==> config.mk <==
export PLATFORM = sky130hd
export DESIGN_NAME = core_mem_bridge
export DESIGN_NICKNAME = d
export VERILOG_FILES = /design/src/rtl/core_mem_bridge_pkg.sv /design/src/rtl/bridge_rsp_track.sv /design/src/rtl/core_mem_bridge.sv
export SDC_FILE = /design/constraint.sdc
export NUM_CORES = 1
export LEC_CHECK = 0
export CORE_AREA = 2 2 83 85
export CTS_BUF_LIST = sky130_fd_sc_hd__clkbuf_8
export DETAILED_ROUTE_END_ITERATION = 12
export DIE_AREA = 0 0 85 87
export GPL_TIMING_DRIVEN = 1
export PLACE_DENSITY = 0.71
export SLEW_MARGIN = 5
export SYNTH_ARGS = -nofsm -noshare
export SYNTH_HDL_FRONTEND = slang
export SYNTH_SLANG_ARGS = --single-unit
==> constraint.sdc <==
create_clock -name clk -period 4 [get_ports clk]
set_input_delay 0.6 -clock clk [delete_from_list [all_inputs] [get_ports clk]]
set_output_delay 0.6 -clock clk [all_outputs]
set_load 0.05 [all_outputs]
==> src/rtl/core_mem_bridge_pkg.sv <==
// core_mem_bridge_pkg: FSM state and default address window for the core/memory bridge.
package core_mem_bridge_pkg;
  typedef enum logic {BR_RUN, BR_ERR} br_state_e;
  localparam logic [31:0] DEF_ADDR_BASE = 32'h1000_0000;
  localparam logic [31:0] DEF_ADDR_SIZE = 32'h1000_0000;
endpackage

==> src/rtl/bridge_rsp_track.sv <==
// bridge_rsp_track: outstanding counter, fixed-latency response pipe and sticky protocol error.
module bridge_rsp_track #(
  parameter int MAX_OUTSTANDING = 2,
  parameter int FIXED_LATENCY = 1
) (
  input  logic clk,
  input  logic rst,
  input  logic issue,
  input  logic mem_rsp_valid,
  output logic can_issue,
  output logic rsp_fire,
  output logic outstanding_zero,
  output logic proto_err
);
  localparam int CW = $clog2(MAX_OUTSTANDING + 1);
  localparam int PW = FIXED_LATENCY > 0 ? FIXED_LATENCY : 1;
  logic [CW-1:0] cnt_q, cnt_d;
  logic [PW-1:0] pipe_q, pipe_d;
  logic proto_q, proto_d, rsp_raw;
  always_ff @(posedge clk or posedge rst) begin
    if (rst) begin
      cnt_q <= '0;
      pipe_q <= '0;
      proto_q <= 1'b0;
    end else begin
      cnt_q <= cnt_d;
      pipe_q <= pipe_d;
      proto_q <= proto_d;
    end
  end
  // A response seen while nothing is outstanding is dropped but flagged
  always_comb begin
    rsp_raw = FIXED_LATENCY > 0 ? pipe_q[PW-1] : mem_rsp_valid;
    outstanding_zero = cnt_q == '0;
    can_issue = cnt_q < CW'(MAX_OUTSTANDING);
    rsp_fire = rsp_raw && !outstanding_zero;
    cnt_d = cnt_q + CW'(issue) - CW'(rsp_fire);
    pipe_d = (pipe_q << 1) | PW'(issue);
    proto_d = proto_q || (rsp_raw && outstanding_zero);
    proto_err = proto_q;
  end
endmodule

==> src/rtl/core_mem_bridge.sv <==
// core_mem_bridge: core req/gnt/rvalid port to valid/ready memory channel with
// multiple outstanding transactions and local error responses for illegal addresses.
module core_mem_bridge
  import core_mem_bridge_pkg::*;
#(
  parameter int ADDR_W = 32,
  parameter int DATA_W = 32,
  parameter int MAX_OUTSTANDING = 2,
  parameter int FIXED_LATENCY = 1,
  parameter logic [ADDR_W-1:0] ADDR_BASE = ADDR_W'(DEF_ADDR_BASE),
  parameter logic [ADDR_W-1:0] ADDR_SIZE = ADDR_W'(DEF_ADDR_SIZE)
) (
  input  logic                clk,
  input  logic                rst,
  input  logic                core_req,
  output logic                core_gnt,
  input  logic [ADDR_W-1:0]   core_addr,
  input  logic                core_we,
  input  logic [DATA_W/8-1:0] core_be,
  input  logic [DATA_W-1:0]   core_wdata,
  output logic                core_rvalid,
  output logic [DATA_W-1:0]   core_rdata,
  output logic                core_err,
  output logic                mem_valid,
  input  logic                mem_ready,
  output logic [ADDR_W-1:0]   mem_addr,
  output logic                mem_write_en,
  output logic [DATA_W/8-1:0] mem_byte_en,
  output logic [DATA_W-1:0]   mem_wdata,
  input  logic                mem_rsp_valid,
  input  logic [DATA_W-1:0]   mem_rdata,
  input  logic                mem_err,
  output logic                proto_err
);
  br_state_e state_q, state_d;
  logic legal, can_issue, rsp_fire, outstanding_zero, run;
  bridge_rsp_track #(
    .MAX_OUTSTANDING(MAX_OUTSTANDING),
    .FIXED_LATENCY(FIXED_LATENCY)
  ) u_track (
    .clk(clk),
    .rst(rst),
    .issue(mem_valid && mem_ready),
    .mem_rsp_valid(mem_rsp_valid),
    .can_issue(can_issue),
    .rsp_fire(rsp_fire),
    .outstanding_zero(outstanding_zero),
    .proto_err(proto_err)
  );
  always_ff @(posedge clk or posedge rst) begin
    if (rst) state_q <= BR_RUN;
    else state_q <= state_d;
  end
  // Illegal requests wait for the pipe to drain so the error response stays in order
  always_comb begin
    legal = ADDR_SIZE == '0 || (core_addr - ADDR_BASE) < ADDR_SIZE;
    state_d = (state_q == BR_RUN && core_req && !legal && outstanding_zero) ? BR_ERR : BR_RUN;
  end
  always_comb begin
    run = state_q == BR_RUN && !rst;
    mem_valid = run && core_req && legal && can_issue;
    core_gnt = run && core_req && (legal ? mem_ready && can_issue : outstanding_zero);
    core_rvalid = !rst && (state_q == BR_ERR || rsp_fire);
    core_err = !rst && (state_q == BR_ERR || (rsp_fire && mem_err));
    core_rdata = (run && rsp_fire) ? mem_rdata : '0;
    mem_addr = core_addr;
    mem_write_en = core_we;
    mem_byte_en = core_be;
    mem_wdata = core_wdata;
  end
endmodule

== Word-level counts from Yosys, hierarchy flattened ==
Index checks and enable logic that the tools add are counted.

* $add $sub $neg: 3
* Multiply operators: 0
* Div/mod/pow operators: 0
* Order comparisons: 2
* Equality and inequality tests: 0
* Shift-type cells: 0
* Multiplexer cells: 3
* Bitwise gates (word level): 1
* Reduce and logical (&&, ||, !) cells: 23

{| class="wikitable"
|+ Operators by type and width
! operator !! count
|-
| $lt 32x29->1 const B || 1
|-
| $mux 32 || 1
|-
| $sub 32x29->32 const B || 1
|-
| $logic_and 1x1->1 || 16
|-
| $logic_not 1->1 || 3
|-
| $logic_or 1x1->1 || 3
|-
| $add 2x1->2 || 1
|-
| $logic_not 2->1 || 1
|-
| $lt 2x2->1 const B || 1
|-
| $mux 1 || 2
|-
| $sub 2x1->2 || 1
|-
| $not 1->1 || 1
|}

* Bits in registers: 5
* Latch bits: 0
* Memory bits (writable): 0
* ROM bits: 0
* Bits of input ports: 107
* Word-level logic and storage cells: 36
* Memories: 0

== Longest topological paths before layout ==
* Depth in word-level cells: 8
* Depth in mapped cells: 8
* Gate-level depth less buffers: 8

== Hierarchy ==
A second synthesis with hierarchy kept.

* Cells, all modules: 134
* Area total of the unflattened synthesis: 1,049.8 µm²

{| class="wikitable"
|+ By module, submodules not included
! module !! instances !! cells each !! area each (µm²) !! seq. area each (µm²)
|-
| core_mem_bridge || 1 || 119 || 872.1 || 25.0
|-
| bridge_rsp_track || 1 || 15 || 177.7 || 100.1
|}

== Worst setup path before layout ==
No wires, ideal clock.

* Path kind: input port to output port
* Start point: input port core_addr[30]
* End point: output port core_gnt
* Arrival: 1.924 ns
* Data required time: 3.400 ns
* Path slack: 1.476 ns
* Stages: 2
* Cell sequence: or4b_4 -> a211oi_2

* Cells in the longest elaborated chain, start to end: 4

{| class="wikitable"
|+ RTL lines
! item !! RTL line !! RTL
|-
| start: declaration || core_mem_bridge.sv:17 || <nowiki>input logic [ADDR_W-1:0] core_addr,</nowiki>
|-
| $sub 32x29->32 || core_mem_bridge.sv:56 || <nowiki>legal = ADDR_SIZE == '0 || (core_addr - ADDR_BASE) < ADDR_SIZE;</nowiki>
|-
| $lt 32x29->1 || core_mem_bridge.sv:56 ||
|-
| $mux 1 || core_mem_bridge.sv:62 || <nowiki>core_gnt = run && core_req && (legal ? mem_ready && can_issue : outstanding_zero);</nowiki>
|-
| $logic_and 1x1->1 || core_mem_bridge.sv:62 ||
|-
| end: declaration || core_mem_bridge.sv:16 || <nowiki>output logic core_gnt,</nowiki>
|}

No other way between the ends.

== Final worst setup path ==
* Start point: input port rst
* End point: output port core_gnt

* Cells in the longest elaborated chain, start to end: 4

{| class="wikitable"
|+ RTL lines
! item !! RTL line !! RTL
|-
| start: declaration || core_mem_bridge.sv:14 || <nowiki>input logic rst,</nowiki>
|-
| $logic_not 1->1 || core_mem_bridge.sv:60 || <nowiki>run = state_q == BR_RUN && !rst;</nowiki>
|-
| $logic_and 1x1->1 || core_mem_bridge.sv:60 ||
|-
| $logic_and 1x1->1 (2 in series) || core_mem_bridge.sv:62 ||
|}

No other way between the ends.

==> flow_summary.toml <==
[setup_path]
cp.required_ps = 3400
cp-start-kind = "input pin"
critPathCaptureType = "primary output"
crit_type = "input pin to primary output"
critical_path_arrival_ps = 2750
path_max_fanout = 5

[power]
power_density_nw_per_um2 = 195
report.power.total_uw = 286
switching_share_pct = 33.5
combPwrFrac_pct = 41.3
p_int_uw = 190
vdd_drop_max_mv = 0.152
pwr-share-seq_pct = 26.9
p_sw_uw = 95.8
clockPowerShare_pct = 31.7
p_leak_uw = 0.000580

[cells_and_area]
layout.nets = 256
fin_util_pct = 22.4
stdcell_count = 226
fill_cells = 728
syn2layout_area_growth_pct = 41.1
n_antenna_cell = 0
drive_above_1_share_pct = 7.53
multiInputGateArea_um2 = 377
seq_area_um2 = 125

[timing]
setup_viol_count_final = 0
slew_headroom_pct = 65.3
skew_ps = 0.292
fmaxAchievable_ghz = 0.299
tightest_slew_ps = 519
period_share_pct = 83.6
rsz0062_at_grt = "no"
fin_crit_ps = 3350
slew_violations = 0
fin_setup_tns_ps = 0
hold_viol_final = 0
worst_hold_slack_ps = 449

[detailed_routing]
avgRoutedWirePerCell_um = 11.8
drt_iter0_drc = 13
dr.pass1.iters = 2
drtAntennaViolNets = 0
vias = 828
route.detailed.drc = 0
wl_mm = 2.67
via_per_inst = 3.66

[grt]
grt_first_pass_wirelength_mm = 3.76
grt_overflow = 0
antenna_found_initial = 0
track_usage_pct = 6.60
grt_max_degree = 33
grt_pass1_vias = 717

[synth]
synth-compound-area-share_pct = 3.24
syn_inst = 132
yosys_warnings = 0
yosys.area_share.xor_xnor_pct = 1.68
ys_types = 17
synth-simple-area-share_pct = 28.8
syn_area_per_cell_um2 = 7.90
synthMuxAreaShare_pct = 0
yosys.area_share.adder_pct = 2.40
synth_area_um2 = 1040
ys_seq_area_share_pct = 12.0
synth_top_family_by_area = "buffers and inverters"
ys_seq_elements = 5
postSynthNetCount = 241

[floorplan]
dieHeight_um = 87
fp.dieW_um = 85
placeableCoreArea_um2 = 6570
dieArea_um2 = 7400
std_cell_rows = 30
initial_core_util_pct = 15.9
io_pins = 213

[cts]
insertion_delay_ps = 220
htree_levels = 1
cts_hold_buffers = 0
clock_sinks = 5
cts_tree = "built"
cts_made_buffers = 3
cts_resized = 0
post_cts_buffers = 0
clkTransAtPathRegs_ps = 30
clk_path_buf_depth = 2
root_buffer = "clkbuf_8"

[place]
place_hpwl_mm = 2.23
placed_cells = 222
gp_congestion = 0.690
io_buffer_count = 81

[outcome]
status = "complete, no violations"

[run]
maxCapViolCount = 0

[hold_path]
hold_path.class = "flop to flop"
-- registers in the layout, indices dropped and copies added (netlist names) --
| name | count |
|---|---|
| u_track.pipe_q | 1 |
| state_q | 1 |
| u_track.cnt_q | 2 |
| u_track.proto_err | 1 |
-- cells by family after synthesis --
family / Yosys count
DFF: 5
AOI/OAI and AO/OA: 4
adders and majority gates: 2
buffers and inverters: 74
and+or+nand+nor: 45
xor gates and xnor gates: 2
-- critical path: stages --
cell,delay [ps]
clkdlybuf4s50_1,540
or4b_4,570
a211oi_2,200
clkdlybuf4s50_1,830
-- synth_stat cells (all sizes together) --
cell / n / area, um^2
buf: 69 / 518
and2: 33 / 206
nor2: 7 / 33.8
dfrtp: 5 / 125
clkbuf: 3 / 15.0
ha: 2 / 25.0
inv: 2 / 7.51
or4b: 2 / 27.5
xnor2: 2 / 17.5
a211oi: 1 / 12.5
a21o: 1 / 7.51
a21oi: 1 / 5.00
and4b: 1 / 10.0
nand2: 1 / 3.75
nor3b: 1 / 18.8
o21a: 1 / 8.76
-- layout by cell type, fill, tap and decap left out, drive strengths merged, types with 2 or more instances in the layout --
master	instances
clkdlybuf4s50	80
dfrtp	5
ha	2
or4b	2
buf	2
xnor2	2
clkbuf	3
inv	3
and2	33
nor2	7
-- through the flow --
| stage | setup WS, ps | area (um^2) |
|---|---|---|
| finish | 654 | 1470 |
| global route | 593 | 1470 |
| CTS | 634 | 1470 |
| detailed placement | 641 | 1430 |
| global placement | 651 | 1430 |
| floorplan | 1480 | 1040 |
-- final timing paths --
| kind | startpoint | endpoint | slack [ps] | depth (start not counted) |
|---|---|---|---|---|
| worst max-delay path | rst | core_gnt | 650 | 4 |
| worst min-delay path | u_track.proto_err | u_track.proto_err | 450 | 1 |
| worst max register to register | u_track.cnt_q[1] | u_track.cnt_q[1] | 1960 | 8 |
| worst min register to register | u_track.proto_err | u_track.proto_err | 450 | 1 |
| max in group asynchronous | rst | u_track.cnt_q[0] | 3050 | 2 |
| min in group asynchronous | rst | u_track.proto_err | 790 | 2 |
-- per-layer routing --
metal	vias up	track usage, %	part of all wire [%]
li1	366	-	-
met1	349	7.39	35
met2	95	7.81	39
met3	18	5.12	20
met4	0	5.77	5.1
met5	-	0	0
-- power groups by stage --
stage | clock network, uW | registers, uW | logic, uW
floorplan | 0 | 81.5 | 228
global placement | 0 | 77.2 | 118
detailed placement | 0 | 78.0 | 119
CTS | 95.5 | 77.4 | 120
global route | 96.2 | 79.7 | 125
finish | 90.8 | 77.1 | 118
-- final cells by class --
type	count	area share (%)
inverter	2	0.511
clock inverter	1	0.255
clock buffer	3	2.81
multi-input combinational	53	25.6
sequential	5	8.51
tap	80	6.81
timing repair buffer	82	55.5
No activity file was read; power rests on OpenSTA's default activity.
